--- src/rtl/spi_reg_ctrl.sv ---
// Register-file controller behind an SPI slave byte interface.
// The first byte of a frame is a command (bit7 = read, bits[2:0] = start address); later bytes burst-write or burst-read.
module spi_reg_ctrl #(
    parameter logic [7:0] IDLE_BYTE   = 8'h5A,
    parameter logic [2:0] STATUS_ADDR = 3'd7
) (
    input  logic        clk,
    input  logic        rst,
    input  logic        cs,
    input  logic [7:0]  rx_data,
    input  logic        rx_valid,
    output logic        rx_ack,
    output logic [7:0]  tx_data,
    input  logic [7:0]  status_in,
    output logic [55:0] regs_out,
    output logic        wr_stb,
    output logic [2:0]  wr_addr
);

    typedef enum logic [1:0] {IDLE, CMD, WRITE, READ} state_t;

    state_t      r_state;
    state_t      w_next;
    logic        r_armed;
    logic        r_consumed;
    logic        r_ack;
    logic        r_stb;
    logic [2:0]  r_addr;
    logic [2:0]  r_wr_addr;
    logic [7:0]  r_tx;
    logic [7:0]  r_regs [7];

    logic        w_accept;
    logic        w_wr_en;
    logic [2:0]  w_load_addr;
    logic [7:0]  w_read_val;

    // r_consumed makes a level-held rx_valid count as a single byte.
    assign w_accept = rx_valid && !r_ack && !r_consumed && !cs && (r_state != IDLE);
    assign w_wr_en  = w_accept && (r_state == WRITE) && (r_addr != STATUS_ADDR);

    assign rx_ack  = r_ack && !cs;
    assign wr_stb  = r_stb && !cs;
    assign wr_addr = r_wr_addr;
    assign tx_data = r_tx;

    always_ff @(posedge clk) begin
        if (rst) begin
            r_state <= IDLE;
        end else begin
            r_state <= w_next;
        end
    end

    always_comb begin
        w_next = r_state;
        if (cs) begin
            w_next = IDLE;
        end else begin
            case (r_state)
                IDLE:    if (r_armed) w_next = CMD;
                CMD:     if (w_accept) w_next = rx_data[7] ? READ : WRITE;
                default: w_next = r_state;
            endcase
        end
    end

    always_comb begin
        w_load_addr = (r_state == CMD) ? rx_data[2:0] : r_addr + 3'd1;
        w_read_val  = status_in;
        for (int i = 0; i < 7; i++) begin
            if (w_load_addr == 3'(i) && w_load_addr != STATUS_ADDR) begin
                w_read_val = r_regs[i];
            end
        end
    end

    // After reset the FSM waits for a fresh cs high->low edge before framing.
    always_ff @(posedge clk) begin
        if (rst) begin
            r_armed    <= 1'b0;
            r_consumed <= 1'b0;
            r_ack      <= 1'b0;
            r_stb      <= 1'b0;
            r_addr     <= 3'd0;
            r_wr_addr  <= 3'd0;
            r_tx       <= IDLE_BYTE;
        end else begin
            r_ack <= w_accept;
            r_stb <= w_wr_en;
            if (cs) begin
                r_armed <= 1'b1;
            end
            if (!rx_valid) begin
                r_consumed <= 1'b0;
            end else if (w_accept) begin
                r_consumed <= 1'b1;
            end
            if (w_wr_en) begin
                r_wr_addr <= r_addr;
            end
            if (cs) begin
                r_tx <= IDLE_BYTE;
            end else if (w_accept) begin
                r_addr <= w_load_addr;
                if (r_state == READ || (r_state == CMD && rx_data[7])) begin
                    r_tx <= w_read_val;
                end else begin
                    r_tx <= IDLE_BYTE;
                end
            end
        end
    end

    always_ff @(posedge clk) begin
        if (rst) begin
            for (int i = 0; i < 7; i++) begin
                r_regs[i] <= 8'h00;
            end
        end else begin
            for (int i = 0; i < 7; i++) begin
                if (w_wr_en && r_addr == 3'(i)) begin
                    r_regs[i] <= rx_data;
                end
            end
        end
    end

    always_comb begin
        regs_out = '0;
        for (int i = 0; i < 7; i++) begin
            regs_out[8*i +: 8] = r_regs[i];
        end
    end

endmodule

--- config.mk ---
export PLATFORM = sky130hd
export DESIGN_NAME = spi_reg_ctrl
export DESIGN_NICKNAME = d
export VERILOG_FILES = /design/src/rtl/spi_reg_ctrl.sv
export SDC_FILE = /design/constraint.sdc
export NUM_CORES = 1
export LEC_CHECK = 0
export CELL_PAD_IN_SITES_DETAIL_PLACEMENT = 0
export CELL_PAD_IN_SITES_GLOBAL_PLACEMENT = 1
export CORE_ASPECT_RATIO = 1.25
export CORE_UTILIZATION = 35
export DETAILED_ROUTE_END_ITERATION = 16
export GPL_TIMING_DRIVEN = 0
export HOLD_SLACK_MARGIN = 0.08
export PLACE_DENSITY_LB_ADDON = 0.1
export SYNTH_ARGS = -nofsm -noshare
export SYNTH_HDL_FRONTEND = slang
export SYNTH_SLANG_ARGS = --single-unit
--- constraint.sdc ---
create_clock -name clk -period 3.5 [get_ports clk]
set_clock_uncertainty 0.2 [all_clocks]
set_input_delay 0.525 -clock clk [delete_from_list [all_inputs] [get_ports clk]]
set_output_delay 0.525 -clock clk [all_outputs]
set_load 0.1 [all_outputs]
Yosys cells after proc, flatten, opt, wreduce, memory -nomap -nowiden
Memories as Yosys holds them, arrays and structs flattened.
Cells that the tools add are included.
{"block": "word_totals", "register_bits": 20, "inputBits": 20, "output_inout_bits": 69, "word_cells": 117, "mem_count": 1, "ramBits": 56}
{"block": "op_classes", "bitwise": 9, "n_addsub": 1, "reduce_logical": 36, "eq_ne": 19, "muxes": 43}
{"name": "r_regs", "depth": 7, "word_bits": 8, "rd": 7, "rd_ports_with_merged_regs": 0, "wr": 7, "line_no": "31", "text": "logic [7:0] r_regs [7];"}
{"operator": "$mux 8", "count": 15}
{"operator": "$mux 1", "count": 24}
{"operator": "$logic_and 1x1->1", "count": 23}
{"operator": "$eq 3x3->1 const B", "count": 6}
{"operator": "$eq 3x2->1 const B", "count": 4}
{"operator": "$or 1x1->1", "count": 7}
{"operator": "$eq 3x1->1 const B", "count": 2}
{"operator": "$logic_not 3->1", "count": 2}
{"operator": "$ne 3x3->1 const B", "count": 2}
{"operator": "$eq 2x2->1 const B", "count": 2}
{"operator": "$mux 2", "count": 2}
{"operator": "$ne 2x2->1 const B", "count": 2}
{"operator": "$pmux 2 s2", "count": 1}
{"operator": "$reduce_bool 2->1", "count": 2}
{"operator": "$reduce_or 2->1", "count": 2}
{"operator": "$add 3x1->3 const B", "count": 1}
{"operator": "$logic_not 1->1", "count": 3}
{"operator": "$mux 3", "count": 1}
{"operator": "$reduce_and 3->1", "count": 1}
{"operator": "$eq 2x1->1 const B", "count": 1}
{"operator": "$logic_not 2->1", "count": 1}
{"operator": "$not 1->1", "count": 2}
{"operator": "$reduce_and 2->1", "count": 1}
{"operator": "$logic_or 1x1->1", "count": 1}

Logic depth before layout (Yosys ltp)
Gate-level depths: netlist of the first run.
{"block": "logic_depth", "word_depth": 12, "mapped_depth": 10, "ltp_nobuf": 8}

Worst setup path before layout of the first run
No wires, ideal clock.
{"block": "synth_path", "kind": "input to output", "startpoint": "in cs", "endpoint": "out rx_ack", "path_slack_ns": 0.915, "t_arrival_ns": 1.860, "t_required_ns": 2.775, "stages": 1, "path_buffers": 0, "cell_sequence": "nor2b_1"}
{"block": "synth_between", "elab_chain_cells": 2}
{"item": "from (decl)", "line_no": "9", "text": "input logic cs,"}
{"item": "$logic_not 1->1", "line_no": "42", "text": "assign rx_ack = r_ack && !cs;"}
{"item": "$logic_and 1x1->1", "line_no": "42"}
{"item": "to (decl)", "line_no": "12", "text": "output logic rx_ack,"}
Every way passes these cells.

==> results by group, run 1 <==
Drt
  • Via count: 3022
  • Routed Antenna Nets: 0
  • Routed wire length: 10900 um
  • WL per Instance: 18.8 um
  • Final routed DRC violation total: 0
  • First-pass DRT Iterations: 5
  • Vias/cell: 5.22
  • DR iter-0 viols: 152

Critical path
  • Crit. End Element: flop
  • Startpoint types: primary input
  • CP max stage cell: nand2b_1
  • CP Data Arrival Time: 2.96 ns
  • Worst path bufs/invs: 2
  • Delay-heaviest family, CP: simple AND/OR/NAND/NOR gates
  • Cells along the critical path: clkdlybuf4s50_1 > or4b_1 > buf_2 > nor2_4 > nand4_1 > nand2b_1
  • WS Path Type: in -> reg
  • Crit-path max FO: 9
  • CP max stage delay: 0.54 ns
  • Data required time at the worst endpoint: 3.28 ns

Logic synthesis
  • Post-Syn Instances: 347
  • Synth cell types: 52
  • Synthesized net count: 373
  • Avg Cell Area, Syn: 10.7 sq um
  • Most frequent cells after synthesis: nor2_1, edfxtp_1, nand2_1, dfxtp_1, a21oi_1
  • Ys async rst share: 0%
  • Most numerous cell in the Yosys netlist: nor2_1
  • Top cell type's share of synthesized area: 45.5%
  • Seq/Total Area, Yosys: 56.3%
  • Top_reg_cell synth: edfxtp_1
  • Post-synth top area cell: edfxtp_1
  • Syn Std Cell Area: 0.00370 sq mm
  • Synth Warn #: 0
  • EDFF count, synth: 56
  • Synth top area cells: edfxtp_1, dfxtp_1, nor2_1
  • Post-synthesis sequential element count: 76

Power
  • Total power: 2440 uW
  • Pwr dens: 484 mW/mm^2
  • Max VDD drop: 0.262 mV
  • Pleak: 0.00184 uW

Finish
  • Fin nets: 471
  • Layout cell share with drive strength beyond 1: 9.33%
  • # diodes: 0
  • Area Growth Syn to Fin: 36.4%
  • Final Non-Filler Cells: 579
  • Fillers: 971
  • Finished Core Util: 49.4%

CTS
  • CTS Hold Bufs: 0
  • Post-CTS Setup Bufs: 0
  • H-tree levels: 3
  • Clk_lat worst skew: 0.33 ns
  • CTS tree: yes
  • Clk sinks: 76
  • TritonCTS Buffers: 9
  • CTS root buf: clkbuf_16
  • Post-cts repair resize count: 0
  • Clk pin slew, worst setup/hold paths: 0.05 ns
  • Clock Tree Buf Depth: 2

Die
  • Die width: 93.9 um
  • Row cnt: 41
  • Total die area: 0.0110 sq mm
  • Core box area: 0.0102 sq mm
  • Starting density of the core: 36.2%
  • Die H: 117 um
  • IO Count: 89

STA
  • Slew headroom: 34.3%
  • Least-Margin Pin Slew: 0.983 ns
  • Final Max Tran Viols: 0
  • Post-route setup slack: 0.315 ns
  • Unrepaired setup endpoints after global routing: no
  • Final Hold Viols: 0
  • Clock period minus worst slack: 3.19 ns
  • Final setup vio count: 0
  • Max frequency: 314 MHz
  • Fin crit share: 91.0%

Global routing
  • Total GRT Usage: 20.6%
  • Initial antenna violation count: 0
  • GRT overflow: 0
  • Largest net degree at the start of global routing: 14
  • Number of global-route vias before repair: 2909
  • First-pass GRT wire length: 16100 um

Placed design
  • Post-DP HPWL: 8320 um
  • Routability cong.: 0.855
  • Buffers on Ports: 87
  • Cell Count Post-Placement: 563
  • Setup WS pre-CTS: 0.00223 ns

Flow run
  • Number of max-cap violations: 0

Status
  • Status: complete, no violations

Worst hold path
  • HP Class: reg -> reg
[layout by cell type, fill, tap and decap left out, types with 3 or more instances in the layout]
| cell type | count |
|---|---|
| clkdlybuf4s50_1 | 87 |
| a2bb2oi_1 | 4 |
| clkbuf_16 | 9 |
| nand2_1 | 25 |
| mux2i_1 | 6 |
| buf_2 | 5 |
| nor3_1 | 4 |
| a22oi_1 | 3 |
| mux2_2 | 5 |
| edfxtp_1 | 56 |
| nor2_1 | 72 |
| dfxtp_1 | 20 |
| nor2b_1 | 4 |
| inv_1 | 17 |
| o31ai_1 | 4 |
| nand2b_1 | 15 |
| a311oi_1 | 6 |
| a31oi_1 | 3 |
| ha_1 | 6 |
| a21oi_1 | 19 |
| o21ai_0 | 12 |
| clkbuf_1 | 10 |
| nand3_1 | 8 |
| a221oi_1 | 7 |
| a211oi_1 | 3 |
[per-stage QoR]
stage          TNS [ns]  hold WS [ns]  cell area [sq um]
5_1_grt               0         0.286               5040
4_1_cts               0         0.263               5040
3_3_place_gp    -0.0451         0.240               4730
6_report              0         0.259               5040
2_1_floorplan         0         0.230               3700
3_5_place_dp          0         0.250               4730
[per-layer routing]
metal	part of all wire (%)	global-route usage (%)	vias to the layer above	routed length (um)
met3	2.7	3.29	9	296
met2	54	38.2	75	5830
li1	-	-	1451	-
met5	0	0	-	0
met1	43	24.5	1487	4630
met4	1.1	5.95	0	116
[logic make-up after synthesis]
kind of cell,synth area share (%)
AO/OA/AOI/OAI,15.0
multiplexers,3.55
flip-flops,56.3
buffers and inverters,4.77
AND/OR/NAND/NOR,18.3
adder cells (fa/ha/maj),2.03
[layout make-up]
class | count | area [sq um] | area share (%)
multi-input combinational | 235 | 1440 | 28.6
inverter | 17 | 63.8 | 1.27
timing repair buffer | 87 | 871 | 17.3
buffer | 19 | 113 | 2.23
sequential | 76 | 2080 | 41.3
tap | 129 | 161 | 3.20
clock inverter | 4 | 76.3 | 1.51
clock buffer | 12 | 236 | 4.69
[registers in the layout (all words and copies together) (netlist names), 2 cells and up]
register  count
tx_data       8
r_regs       56
wr_addr       3
r_addr        3
r_state       2
[path summary, 6_finish.rpt]
kind / startpoint / end / slack (ns) / cells after the start
setup / recovery: cs / r_regs[4][4] / 0.31 / 6
hold / removal: wr_addr[1] / wr_addr[1] / 0.26 / 2
setup reg to reg: r_addr[0] / tx_data[4] / 0.33 / 10
hold reg to reg: wr_addr[1] / wr_addr[1] / 0.26 / 2
[report_power, final]
| part | switching (uW) | internal (uW) | total (uW) |
|---|---|---|---|
| registers | 19.2 | 995 | 1010 |
| logic | 324 | 115 | 439 |
| clock network | 363 | 627 | 989 |
| total | 706 | 1740 | 2440 |
[worst min-delay path: stages (launching register included)]
cell and delay, ns:
dfxtp_1 0.31, nand2_1 0.05, a21oi_1 0.05
(Power assumes the default switching activity.)
==> run 2, diff against run 1 <==
--- a/config.mk
+++ b/config.mk
@@ -5,6 +5,7 @@
 export SDC_FILE = /design/constraint.sdc
 export NUM_CORES = 1
 export LEC_CHECK = 0
+export CAP_MARGIN = 20
 export CELL_PAD_IN_SITES_DETAIL_PLACEMENT = 0
 export CELL_PAD_IN_SITES_GLOBAL_PLACEMENT = 1
 export CORE_ASPECT_RATIO = 1.25
==> results of run 2 <==
No change in the layout: final DEF, timing and power equal those of run 1.
